--- src/rtl/vrf_wb_seq_if.sv ---
// Writeback sequencer bus: command, result beats and banked VRF write ports.
// The master drives commands and beats; the slave (sequencer) drives the write ports.
interface vrf_wb_seq_if #(
    parameter int ADDR_WIDTH = 7,
    parameter int BANK_COUNT = 4,
    parameter int DATA_WIDTH = 32,
    parameter int VREG_WORDS = 8,
    parameter int VL_WIDTH   = 6
);
    localparam int VD_WIDTH   = ADDR_WIDTH - $clog2(VREG_WORDS);
    localparam int BE_WIDTH   = DATA_WIDTH / 8;
    localparam int BEAT_BYTES = BANK_COUNT * BE_WIDTH;

    logic                                  cmd_valid;
    logic                                  cmd_ready;
    logic [VD_WIDTH-1:0]                   cmd_vd;
    logic [VL_WIDTH-1:0]                   cmd_vl;
    logic [1:0]                            cmd_sew;
    logic                                  cmd_vm;
    logic                                  res_valid;
    logic                                  res_ready;
    logic [BANK_COUNT*DATA_WIDTH-1:0]      res_data;
    logic [BEAT_BYTES-1:0]                 res_mask;
    logic [BANK_COUNT-1:0][ADDR_WIDTH-1:0] wrAddr;
    logic [BANK_COUNT-1:0][DATA_WIDTH-1:0] wrData;
    logic [BANK_COUNT-1:0]                 wrEn;
    logic [BANK_COUNT-1:0][BE_WIDTH-1:0]   wrBE;
    logic                                  done;

    modport master (
        output cmd_valid, cmd_vd, cmd_vl, cmd_sew, cmd_vm,
        output res_valid, res_data, res_mask,
        input  cmd_ready, res_ready, wrAddr, wrData, wrEn, wrBE, done
    );

    modport slave (
        input  cmd_valid, cmd_vd, cmd_vl, cmd_sew, cmd_vm,
        input  res_valid, res_data, res_mask,
        output cmd_ready, res_ready, wrAddr, wrData, wrEn, wrBE, done
    );
endinterface

--- src/rtl/vrf_wb_seq.sv ---
// Vector writeback sequencer: turns one command plus its result beats into
// per-bank VRF writes with tail/mask byte enables and a completion pulse.
module vrf_wb_seq #(
    parameter int ADDR_WIDTH      = 7,
    parameter int BANK_COUNT      = 4,
    parameter int DATA_WIDTH      = 32,
    parameter int VREG_WORDS      = 8,
    parameter int VL_WIDTH        = 6,
    parameter int ENABLE_STALLING = 0
) (
    input  logic        clk,
    input  logic        rst,
    input  logic        stall,
    vrf_wb_seq_if.slave bus
);
    localparam int BYTES_PER_WORD = DATA_WIDTH / 8;
    localparam int BEAT_BYTES     = BANK_COUNT * BYTES_PER_WORD;
    localparam int BEAT_SHIFT     = $clog2(BEAT_BYTES);
    localparam int BANK_SHIFT     = $clog2(BANK_COUNT);
    localparam int VREG_SHIFT     = $clog2(VREG_WORDS);
    localparam int TB_WIDTH       = VL_WIDTH + 2;
    localparam int NB_WIDTH       = TB_WIDTH + 1;
    localparam bit STALL_EN       = (ENABLE_STALLING != 0);

    typedef enum logic [1:0] {IDLE, RUN, FIN} state_t;

    state_t state, state_next;

    logic [1:0]            sew_eff;
    logic [TB_WIDTH-1:0]   total_in;
    logic [TB_WIDTH-1:0]   nbeats_in;
    logic [TB_WIDTH-1:0]   total_q;
    logic [TB_WIDTH-1:0]   nbeats_q;
    logic [TB_WIDTH-1:0]   beat_q;
    logic [1:0]            sew_q;
    logic                  vm_q;
    logic [ADDR_WIDTH-1:0] base_q;
    logic                  cmd_ready_c;
    logic                  res_ready_c;
    logic                  accept;
    logic                  consume;
    logic                  last_beat;
    logic                  done_q;

    logic [TB_WIDTH-1:0]                   remain;
    logic [BEAT_BYTES-1:0]                 be_flat;
    logic [BANK_COUNT-1:0][ADDR_WIDTH-1:0] addr_next;

    logic [BANK_COUNT-1:0][ADDR_WIDTH-1:0]     wr_addr_q;
    logic [BANK_COUNT-1:0][DATA_WIDTH-1:0]     wr_data_q;
    logic [BANK_COUNT-1:0]                     wr_en_q;
    logic [BANK_COUNT-1:0][BYTES_PER_WORD-1:0] wr_be_q;

    // Reserved SEW encoding behaves as 32-bit elements.
    always_comb begin
        sew_eff   = (bus.cmd_sew == 2'd3) ? 2'd2 : bus.cmd_sew;
        total_in  = TB_WIDTH'(bus.cmd_vl) << sew_eff;
        nbeats_in = TB_WIDTH'((NB_WIDTH'(total_in) + NB_WIDTH'(BEAT_BYTES - 1)) >> BEAT_SHIFT);
    end

    assign accept    = bus.cmd_valid && cmd_ready_c;
    assign consume   = bus.res_valid && res_ready_c;
    assign last_beat = (beat_q == nbeats_q - TB_WIDTH'(1));

    always_ff @(posedge clk) begin
        if (rst) begin
            state <= IDLE;
        end else begin
            state <= state_next;
        end
    end

    always_comb begin
        state_next  = state;
        cmd_ready_c = 1'b0;
        res_ready_c = 1'b0;
        case (state)
            IDLE: begin
                cmd_ready_c = 1'b1;
                if (accept) begin
                    state_next = (nbeats_in == '0) ? FIN : RUN;
                end
            end
            RUN: begin
                res_ready_c = !(STALL_EN && stall);
                if (consume && last_beat) begin
                    state_next = FIN;
                end
            end
            FIN: begin
                state_next = IDLE;
            end
            default: begin
                state_next = IDLE;
            end
        endcase
    end

    always_ff @(posedge clk) begin
        if (rst) begin
            total_q  <= '0;
            nbeats_q <= '0;
            beat_q   <= '0;
            sew_q    <= '0;
            vm_q     <= 1'b0;
            base_q   <= '0;
            done_q   <= 1'b0;
        end else begin
            done_q <= (state == FIN);
            if (accept) begin
                total_q  <= total_in;
                nbeats_q <= nbeats_in;
                beat_q   <= '0;
                sew_q    <= sew_eff;
                vm_q     <= bus.cmd_vm;
                base_q   <= {bus.cmd_vd, {VREG_SHIFT{1'b0}}};
            end else if (consume) begin
                beat_q <= beat_q + TB_WIDTH'(1);
            end
        end
    end

    // Byte j of the beat is live if it lies inside vl and its element is unmasked.
    always_comb begin
        remain  = total_q - (beat_q << BEAT_SHIFT);
        be_flat = '0;
        for (int j = 0; j < BEAT_BYTES; j++) begin
            be_flat[j] = (TB_WIDTH'(j) < remain) && (vm_q || bus.res_mask[j >> sew_q]);
        end
        for (int b = 0; b < BANK_COUNT; b++) begin
            addr_next[b] = base_q + (ADDR_WIDTH'(beat_q) << BANK_SHIFT) + ADDR_WIDTH'(b);
        end
    end

    always_ff @(posedge clk) begin
        if (rst) begin
            wr_addr_q <= '0;
            wr_data_q <= '0;
            wr_en_q   <= '0;
            wr_be_q   <= '0;
        end else if (consume) begin
            for (int b = 0; b < BANK_COUNT; b++) begin
                wr_addr_q[b] <= addr_next[b];
                wr_data_q[b] <= bus.res_data[b*DATA_WIDTH +: DATA_WIDTH];
                wr_be_q[b]   <= be_flat[b*BYTES_PER_WORD +: BYTES_PER_WORD];
                wr_en_q[b]   <= |be_flat[b*BYTES_PER_WORD +: BYTES_PER_WORD];
            end
        end else begin
            wr_en_q <= '0;
            wr_be_q <= '0;
        end
    end

    assign bus.cmd_ready = cmd_ready_c;
    assign bus.res_ready = res_ready_c;
    assign bus.wrAddr    = wr_addr_q;
    assign bus.wrData    = wr_data_q;
    assign bus.wrEn      = wr_en_q;
    assign bus.wrBE      = wr_be_q;
    assign bus.done      = done_q;
endmodule
--- src/flat_wrapper.sv ---
// flat-port wrapper written by rule: the top's interface ports become plain ports
module vrf_wb_seq_flat 
#(
    parameter int ADDR_WIDTH      = 7,
    parameter int BANK_COUNT      = 4,
    parameter int DATA_WIDTH      = 32,
    parameter int VREG_WORDS      = 8,
    parameter int VL_WIDTH        = 6,
    parameter int ENABLE_STALLING = 0
)
  (clk, rst, stall, bus_cmd_valid, bus_cmd_vd, bus_cmd_vl, bus_cmd_sew, bus_cmd_vm, bus_res_valid, bus_res_data, bus_res_mask, bus_cmd_ready, bus_res_ready, bus_wrAddr, bus_wrData, bus_wrEn, bus_wrBE, bus_done);
  vrf_wb_seq_if #(.ADDR_WIDTH(ADDR_WIDTH), .BANK_COUNT(BANK_COUNT), .DATA_WIDTH(DATA_WIDTH), .VREG_WORDS(VREG_WORDS), .VL_WIDTH(VL_WIDTH)) bus_i ();
  input  logic clk;
  input  logic rst;
  input  logic stall;
  input wire logic [$bits(bus_i.cmd_valid)-1:0] bus_cmd_valid;
  input wire logic [$bits(bus_i.cmd_vd)-1:0] bus_cmd_vd;
  input wire logic [$bits(bus_i.cmd_vl)-1:0] bus_cmd_vl;
  input wire logic [$bits(bus_i.cmd_sew)-1:0] bus_cmd_sew;
  input wire logic [$bits(bus_i.cmd_vm)-1:0] bus_cmd_vm;
  input wire logic [$bits(bus_i.res_valid)-1:0] bus_res_valid;
  input wire logic [$bits(bus_i.res_data)-1:0] bus_res_data;
  input wire logic [$bits(bus_i.res_mask)-1:0] bus_res_mask;
  output wire logic [$bits(bus_i.cmd_ready)-1:0] bus_cmd_ready;
  output wire logic [$bits(bus_i.res_ready)-1:0] bus_res_ready;
  output wire logic [$bits(bus_i.wrAddr)-1:0] bus_wrAddr;
  output wire logic [$bits(bus_i.wrData)-1:0] bus_wrData;
  output wire logic [$bits(bus_i.wrEn)-1:0] bus_wrEn;
  output wire logic [$bits(bus_i.wrBE)-1:0] bus_wrBE;
  output wire logic [$bits(bus_i.done)-1:0] bus_done;
  assign bus_i.cmd_valid = bus_cmd_valid;
  assign bus_i.cmd_vd = bus_cmd_vd;
  assign bus_i.cmd_vl = bus_cmd_vl;
  assign bus_i.cmd_sew = bus_cmd_sew;
  assign bus_i.cmd_vm = bus_cmd_vm;
  assign bus_i.res_valid = bus_res_valid;
  assign bus_i.res_data = bus_res_data;
  assign bus_i.res_mask = bus_res_mask;
  assign bus_cmd_ready = bus_i.cmd_ready;
  assign bus_res_ready = bus_i.res_ready;
  assign bus_wrAddr = bus_i.wrAddr;
  assign bus_wrData = bus_i.wrData;
  assign bus_wrEn = bus_i.wrEn;
  assign bus_wrBE = bus_i.wrBE;
  assign bus_done = bus_i.done;
  vrf_wb_seq #(.ADDR_WIDTH(ADDR_WIDTH), .BANK_COUNT(BANK_COUNT), .DATA_WIDTH(DATA_WIDTH), .VREG_WORDS(VREG_WORDS), .VL_WIDTH(VL_WIDTH), .ENABLE_STALLING(ENABLE_STALLING)) u_core (.clk(clk), .rst(rst), .stall(stall), .bus(bus_i));
endmodule
--- config.mk ---
export PLATFORM = sky130hd
export DESIGN_NAME = vrf_wb_seq_flat
export DESIGN_NICKNAME = d
export VERILOG_FILES = /design/src/rtl/vrf_wb_seq_if.sv /design/src/rtl/vrf_wb_seq.sv /design/src/flat_wrapper.sv
export SDC_FILE = /design/constraint.sdc
export NUM_CORES = 1
export LEC_CHECK = 0
export CORE_AREA = 2 2 139 141
export DETAILED_ROUTE_END_ITERATION = 12
export DIE_AREA = 0 0 141 143
export PLACE_DENSITY_LB_ADDON = 0.2
export SLEW_MARGIN = 20
export SYNTH_ARGS = -nofsm -noshare
export SYNTH_HDL_FRONTEND = slang
export SYNTH_SLANG_ARGS = --single-unit
--- constraint.sdc ---
create_clock -name clk -period 6.7 [get_ports clk]
set_input_delay 1.34 -clock clk [delete_from_list [all_inputs] [get_ports clk]]
set_output_delay 1.34 -clock clk [all_outputs]
set_load 0.01 [all_outputs]
==> results.cfg, run 1 <==
[outcome]
outcome = completed

[power]
pwr-share-seq = 0.432
p_leak_uw = 0.004338
vdd_drop_max_mv = 0.1823
total_power_uw = 2762
p_per_area_mw_per_mm2 = 228.2
p_switching_uw = 785.6
clkPwrFrac = 0.371
internal_power_uw = 1976
switching_share = 0.2844
combPwrFrac = 0.197

[timing]
fin_tns_setup_ns = 0
finalSetupViolCount = 0
post-route-min-period_ns = 3.481
tightest_slew_ns = 1.047
slew_headroom = 0.3021
hold_viol_final = 0
rsz0062_at_grt = false
clock_skew_ns = 0.01262
max_freq_ghz = 0.2872
drv_slew = 0
whs_ns = 0.4527
timing.final.crit_share = 0.5196

[route]
drt_iter0_drc = 462
drc = 0
firstDrtPassIters = 6
vias = 7709
routed_wl_um = 24540
ant_nets = 0
viasPerCell = 5.174
wl_per_cell_um = 16.47

[floorplan]
die_y_um = 143
pin_count = 341
rows = 50
initial_core_util = 0.4442
die_w_um = 141
core_area_mm2 = 0.01858
dieArea_mm2 = 0.02016

[clocking]
ctsHoldBuffers = 0
htreeDepth = 4
cts_buffers = 17
cts.sinks = 185
path_clk_slew_ns = 0.08
cts_tree = yes
postCtsSetupBuffers = 0
cts_repair_resize_count = 0
insertion_delay_ns = 0.44
clk_path_buf_depth = 2
cts-root-buf = clkbuf_16

[global_routing]
antenna_found_initial = 0
grt_overflow_total = 0
grt_pass1_vias = 7304
grt_max_degree = 98
grt_pass1_wl_um = 38210
grt_usage = 0.2377

[finish]
area_delta_synth_final_pct = 46.63
fin_area_mm2 = 0.01210
drive_gt1_frac = 0.06051
fillCellCount = 1610
final_util = 0.6514
final_nets = 1423
antennaDiodeCount = 0

[yosys]
ys_warn_count = 0
synth_area_mm2 = 0.008254
yosysSeqAreaShare = 0.4487
ys.flop_type = dfxtp_1
synthCells = 975
syn_avg_cell_area_um2 = 8.466
synth_edf_count = 0
ys_types = 59
async_reset_ff_frac = 0
synth-seq-cells = 185

[place]
gp_congestion = 0.8429
port_buffers = 335
placed_area_mm2 = 0.01149
dp_hpwl_um = 17360

[min_path]
hold_path_class = reg2reg
hold_depth = 2

[setup_path]
reg2reg_from = u_core.sew_q[1]
r2r-end = u_core.bus.wrEn[2]
rrSetupSlack_ns = 3.22
crit_path_end = u_core.bus.wrEn[2]
critPathRequiredTime_ns = 7.01
crit_type = reg2reg
critPathMaxFanout = 14
crit_start = u_core.sew_q[1]
reg2regPathDepth = 7
end_kind = register
cp-start-kind = register
arrival_ns = 3.79

[job]
maxCapViolations = 0
==> through the flow <==
stage                     cells  worst slack (ns)
after floorplan             978             3.805
after global placement     1459             2.820
after detailed placement   1459             2.790
after CTS                  1490             3.236
after global routing       1490             2.960
final                      1490             3.219
==> kinds of logic after synthesis <==
family | Yosys count | synth area share
flops | 185 | 0.4487
buf+inv | 109 | 0.06321
other cells | 1 | 0.0004543
simple gates | 367 | 0.1837
mux | 53 | 0.09899
compound gates | 222 | 0.1551
xor+xnor | 21 | 0.02228
fa+ha+maj | 17 | 0.02759
==> state kept, by name, indices dropped and copies added, names as in the netlist, 4 cells and up <==
| register | flops |
|---|---|
| u_core.bus.wrData | 128 |
| u_core.bus.wrBE | 16 |
| u_core.beat_q | 8 |
| u_core.total_q | 8 |
| u_core.bus.wrAddr | 6 |
| u_core.nbeats_q | 5 |
| u_core.base_q | 4 |
| u_core.bus.wrEn | 4 |
==> critical path, cell delays in order, from the launching register on <==
cell and delay, ns:
dfxtp_1 0.62, inv_1 0.28, ha_1 0.83, mux4_2 0.58, nor2b_1 0.16, nor4b_2 0.30, a2111oi_1 0.11, or4_1 0.48
==> cell usage after synthesis, types with 10 or more instances <==
cell / number / area share
a21oi_1: 143 / 0.087
xnor2_1: 12 / 0.013
a211oi_1: 11 / 0.010
nor2_1: 30 / 0.014
dfxtp_1: 185 / 0.45
mux2i_1: 22 / 0.027
mux4_2: 22 / 0.060
buf_4: 22 / 0.020
o21ai_0: 17 / 0.010
inv_1: 18 / 0.0082
clkbuf_1: 57 / 0.026
o22ai_1: 12 / 0.0091
nor3_1: 10 / 0.0061
ha_1: 15 / 0.023
nand2_1: 286 / 0.13
==> power by group through the flow <==
stage                     Clock (uW)  Combinational (uW)  Sequential, uW
final                           1030                 544            1190
after global routing            1090                 589            1200
after CTS                       1050                 545            1190
after detailed placement           0                 542            1220
after global placement             0                 537            1220
after floorplan                    0                 268            1230
==> metal layers <==
metal / GRT usage / wire length, um / share of wire / up-vias
met2: 0.4015 / 12210 / 0.50 / 296
met4: 0.07000 / 435 / 0.018 / 0
met1: 0.2860 / 9750 / 0.40 / 3558
met3: 0.08551 / 2144 / 0.087 / 34
li1: - / - / - / 3821
met5: 0 / 0 / 0 / -
==> final cells by class <==
type / count / area, um^2 / share of cell area
Clock buffer: 17 / 425.4 / 0.03515
Clock inverter: 14 / 185.2 / 0.01530
Inverter: 18 / 67.56 / 0.005583
Multi-Input combinational cell: 684 / 4055 / 0.3351
Sequential cell: 185 / 3704 / 0.3060
Tap cell: 234 / 292.8 / 0.02419
Timing Repair Buffer: 338 / 3373 / 0.2787
==> layout by cell type, fill, tap and decap left out, types with 7 or more instances in the layout <==
cell / instances
mux4_2: 22
mux2_2: 9
nand2_1: 285
o22ai_1: 12
mux2i_1: 22
ha_1: 15
xor2_1: 9
nor2_1: 30
dfxtp_1: 185
clkbuf_16: 17
a211oi_1: 11
o21ai_0: 17
clkdlybuf4s50_1: 334
a21oi_1: 142
nor3_1: 10
a22o_1: 7
inv_1: 18
xnor2_1: 12
==> worst min-delay path by stage <==
stage                                     start  slack (ns)                    end
after floorplan               u_core.total_q[6]        0.43      u_core.total_q[6]
after global placement    u_core.bus.wrData[64]        0.44  u_core.bus.wrData[64]
after detailed placement  u_core.bus.wrData[81]        0.45  u_core.bus.wrData[81]
after CTS                 u_core.bus.wrData[52]        0.46  u_core.bus.wrData[52]
after global routing      u_core.bus.wrData[52]        0.47  u_core.bus.wrData[52]
final                     u_core.bus.wrData[93]        0.45  u_core.bus.wrData[93]
No activity file was read; power rests on OpenSTA's default activity.
==> run 2: changes to the inputs <==
--- a/config.mk
+++ b/config.mk
@@ -5,9 +5,9 @@
 export SDC_FILE = /design/constraint.sdc
 export NUM_CORES = 1
 export LEC_CHECK = 0
-export CORE_AREA = 2 2 139 141
+export CORE_AREA = 2 2 149 151
 export DETAILED_ROUTE_END_ITERATION = 12
-export DIE_AREA = 0 0 141 143
+export DIE_AREA = 0 0 151 153
 export PLACE_DENSITY_LB_ADDON = 0.2
 export SLEW_MARGIN = 20
 export SYNTH_ARGS = -nofsm -noshare
==> constraint.sdc (replaced) <==
create_clock -name clk -period 2.9 [get_ports clk]
set_input_delay 0.58 -clock clk [delete_from_list [all_inputs] [get_ports clk]]
set_output_delay 0.58 -clock clk [all_outputs]
set_load 0.01 [all_outputs]
==> run 2 against run 1 <==
Clock-buffer cell count stayed put. Power up 130%. Critical path depth stayed put. Non-clock buffer count increased by 28. Wire length grew 3.0%. Combinational power is 140% higher. Sequential share of layout area is 0.66 points lower. Sequential cell count did not move. Cell count increased by 5.0%. Register-to-register slack worse by 2.9 ns.
==> results.cfg, run 2 (synthesized netlist as in run 1, its figures left out) <==
[outcome]
outcome = completed

[floorplan]
dieArea_mm2 = 0.02310
core_area_mm2 = 0.02149
initial_core_util = 0.3842
die_y_um = 153
rows = 54
die_w_um = 151
pin_count = 341

[finish]
fin_cells = 1564
fin_area_mm2 = 0.01237
drive_gt1_frac = 0.08100
antennaDiodeCount = 0
layout.cells.most_common = clkdlybuf4s50_1
final_nets = 1451
largest_reg_flops = 128
final_cell_mix = 334 x clkdlybuf4s50_1, 285 x nand2_1, 185 x dfxtp_1
area_delta_synth_final_pct = 49.86
final_util = 0.5757

[clocking]
ctsHoldBuffers = 0
cts-root-buf = clkbuf_16
clk_path_buf_depth = 2
postCtsSetupBuffers = 0
cts.sinks = 185
cts_buffers = 17
path_clk_slew_ns = 0.07
cts_tree = yes
insertion_delay_ns = 0.43
cts_repair_resize_count = 0
htreeDepth = 4

[setup_path]
critPathTopFamily = adder cells
cp_slowest_cell = ha_1
worstPathCellList = inv_1 > ha_1 > buf_4 > nand2b_1 > o22ai_1 > a211oi_1 > or4_1
critPathRequiredTime_ns = 3.20
rrSetupSlack_ns = 0.32
arrival_ns = 2.88
reg2reg_from = u_core.sew_q[1]
end_kind = register
max_stage_delay_ns = 0.67
critPathMaxFanout = 16
cp-start-kind = register
reg2regPathDepth = 7
worst-path-buf-inv = 2
crit_start = u_core.sew_q[1]
crit_type = reg2reg
r2r-end = u_core.bus.wrEn[2]

[global_routing]
grt_pass1_vias = 7444
grt_usage = 0.2163
antenna_found_initial = 1
grt_pass1_wl_um = 39560
grt_max_degree = 73
grt_overflow_total = 0

[place]
dp_hpwl_um = 18290
dp.cells = 1533
port_buffers = 335
placed_area_mm2 = 0.01178
gp_congestion = 0.8850

[min_path]
hold_depth = 2
min_from = u_core.bus.wrData[123]
worstHoldEndpoint = u_core.bus.wrData[123]
hold_path_class = reg2reg

[power]
p_leak_uw = 0.004484
internal_power_uw = 4587
pwr-share-seq = 0.431
combPwrFrac = 0.205
p_per_area_mw_per_mm2 = 516.3
clkPwrFrac = 0.364
vdd_drop_max_mv = 0.3811
switching_share = 0.2817
p_switching_uw = 1799

[timing]
whs_ns = 0.4532
rsz0062_at_grt = false
max_freq_ghz = 0.3878
post-route-min-period_ns = 2.579
finalSetupViolCount = 0
slew_headroom = 0.4752
drv_slew = 0
tightest_slew_ns = 0.7872
timing.final.crit_share = 0.8892
hold_viol_final = 0
fin_tns_setup_ns = 0
clock_skew_ns = 0.01051

[route]
firstDrtPassIters = 5
vias = 7816
wl_per_cell_um = 16.16
viasPerCell = 4.997
drt_iter0_drc = 317
ant_nets = 0
routed_wl_um = 25280
drc = 0

[job]
maxCapViolations = 0
## run 2: cell types whose count changed in the layout (fill, tap and decap cells not counted), sizes merged
cell and delta:
inv +3, clkinv -3, buf +28
## run 2: cell type report
class | instances | area [um^2]
Sequential cell | 185 | 3704
Timing Repair Buffer | 366 | 3608
Inverter | 18 | 67.56
Clock buffer | 17 | 425.4
Fill cell | 1937 | 9116
Tap cell | 280 | 350.3
Clock inverter | 14 | 158.9
Multi-Input combinational cell | 684 | 4055
## run 2: power groups by stage
stage / Sequential, uW / Combinational [uW] / Clock (uW)
final: 2750 / 1310 / 2330
after global routing: 2770 / 1420 / 2500
after CTS: 2750 / 1320 / 2390
after detailed placement: 2810 / 1310 / 0
after global placement: 2800 / 1300 / 0
after floorplan: 2840 / 619 / 0
## run 2: worst max path at each step
| stage | to | slack [ns] | cells past startpoint |
|---|---|---|---|
| 2_1_floorplan | u_core.bus.wrEn[2] | 0.18 | 8 |
| 3_3_place_gp | u_core.bus.wrEn[2] | 0.14 | 6 |
| 3_5_place_dp | u_core.bus.wrEn[2] | 0.14 | 6 |
| 4_1_cts | u_core.bus.wrEn[2] | 0.34 | 7 |
| 5_1_grt | u_core.bus.wrEn[2] | 0.15 | 7 |
| 6_report | u_core.bus.wrEn[2] | 0.32 | 7 |
## run 2: metal layers
metal  part of all wire  vias to the layer above  track usage
met5            0.00051                        -            0
met4              0.023                        2      0.06765
li1                   -                     3891            -
met2               0.47                      293       0.3452
met1               0.42                     3589       0.2751
met3              0.089                       41      0.07433
## run 2: worst register-to-register path, cell delays in order (launching register included)
cell,delay [ns]
dfxtp_1,0.31
inv_1,0.22
ha_1,0.67
buf_4,0.26
nand2b_1,0.11
o22ai_1,0.24
a211oi_1,0.10
or4_1,0.53
## run 2: per-stage QoR
| stage | power, uW | setup slack [ns] |
|---|---|---|
| after floorplan | 3464 | 0.1847 |
| after global placement | 4104 | 0.1371 |
| after detailed placement | 4117 | 0.1426 |
| after CTS | 6456 | 0.3378 |
| after global routing | 6688 | 0.1527 |
| final | 6387 | 0.3212 |
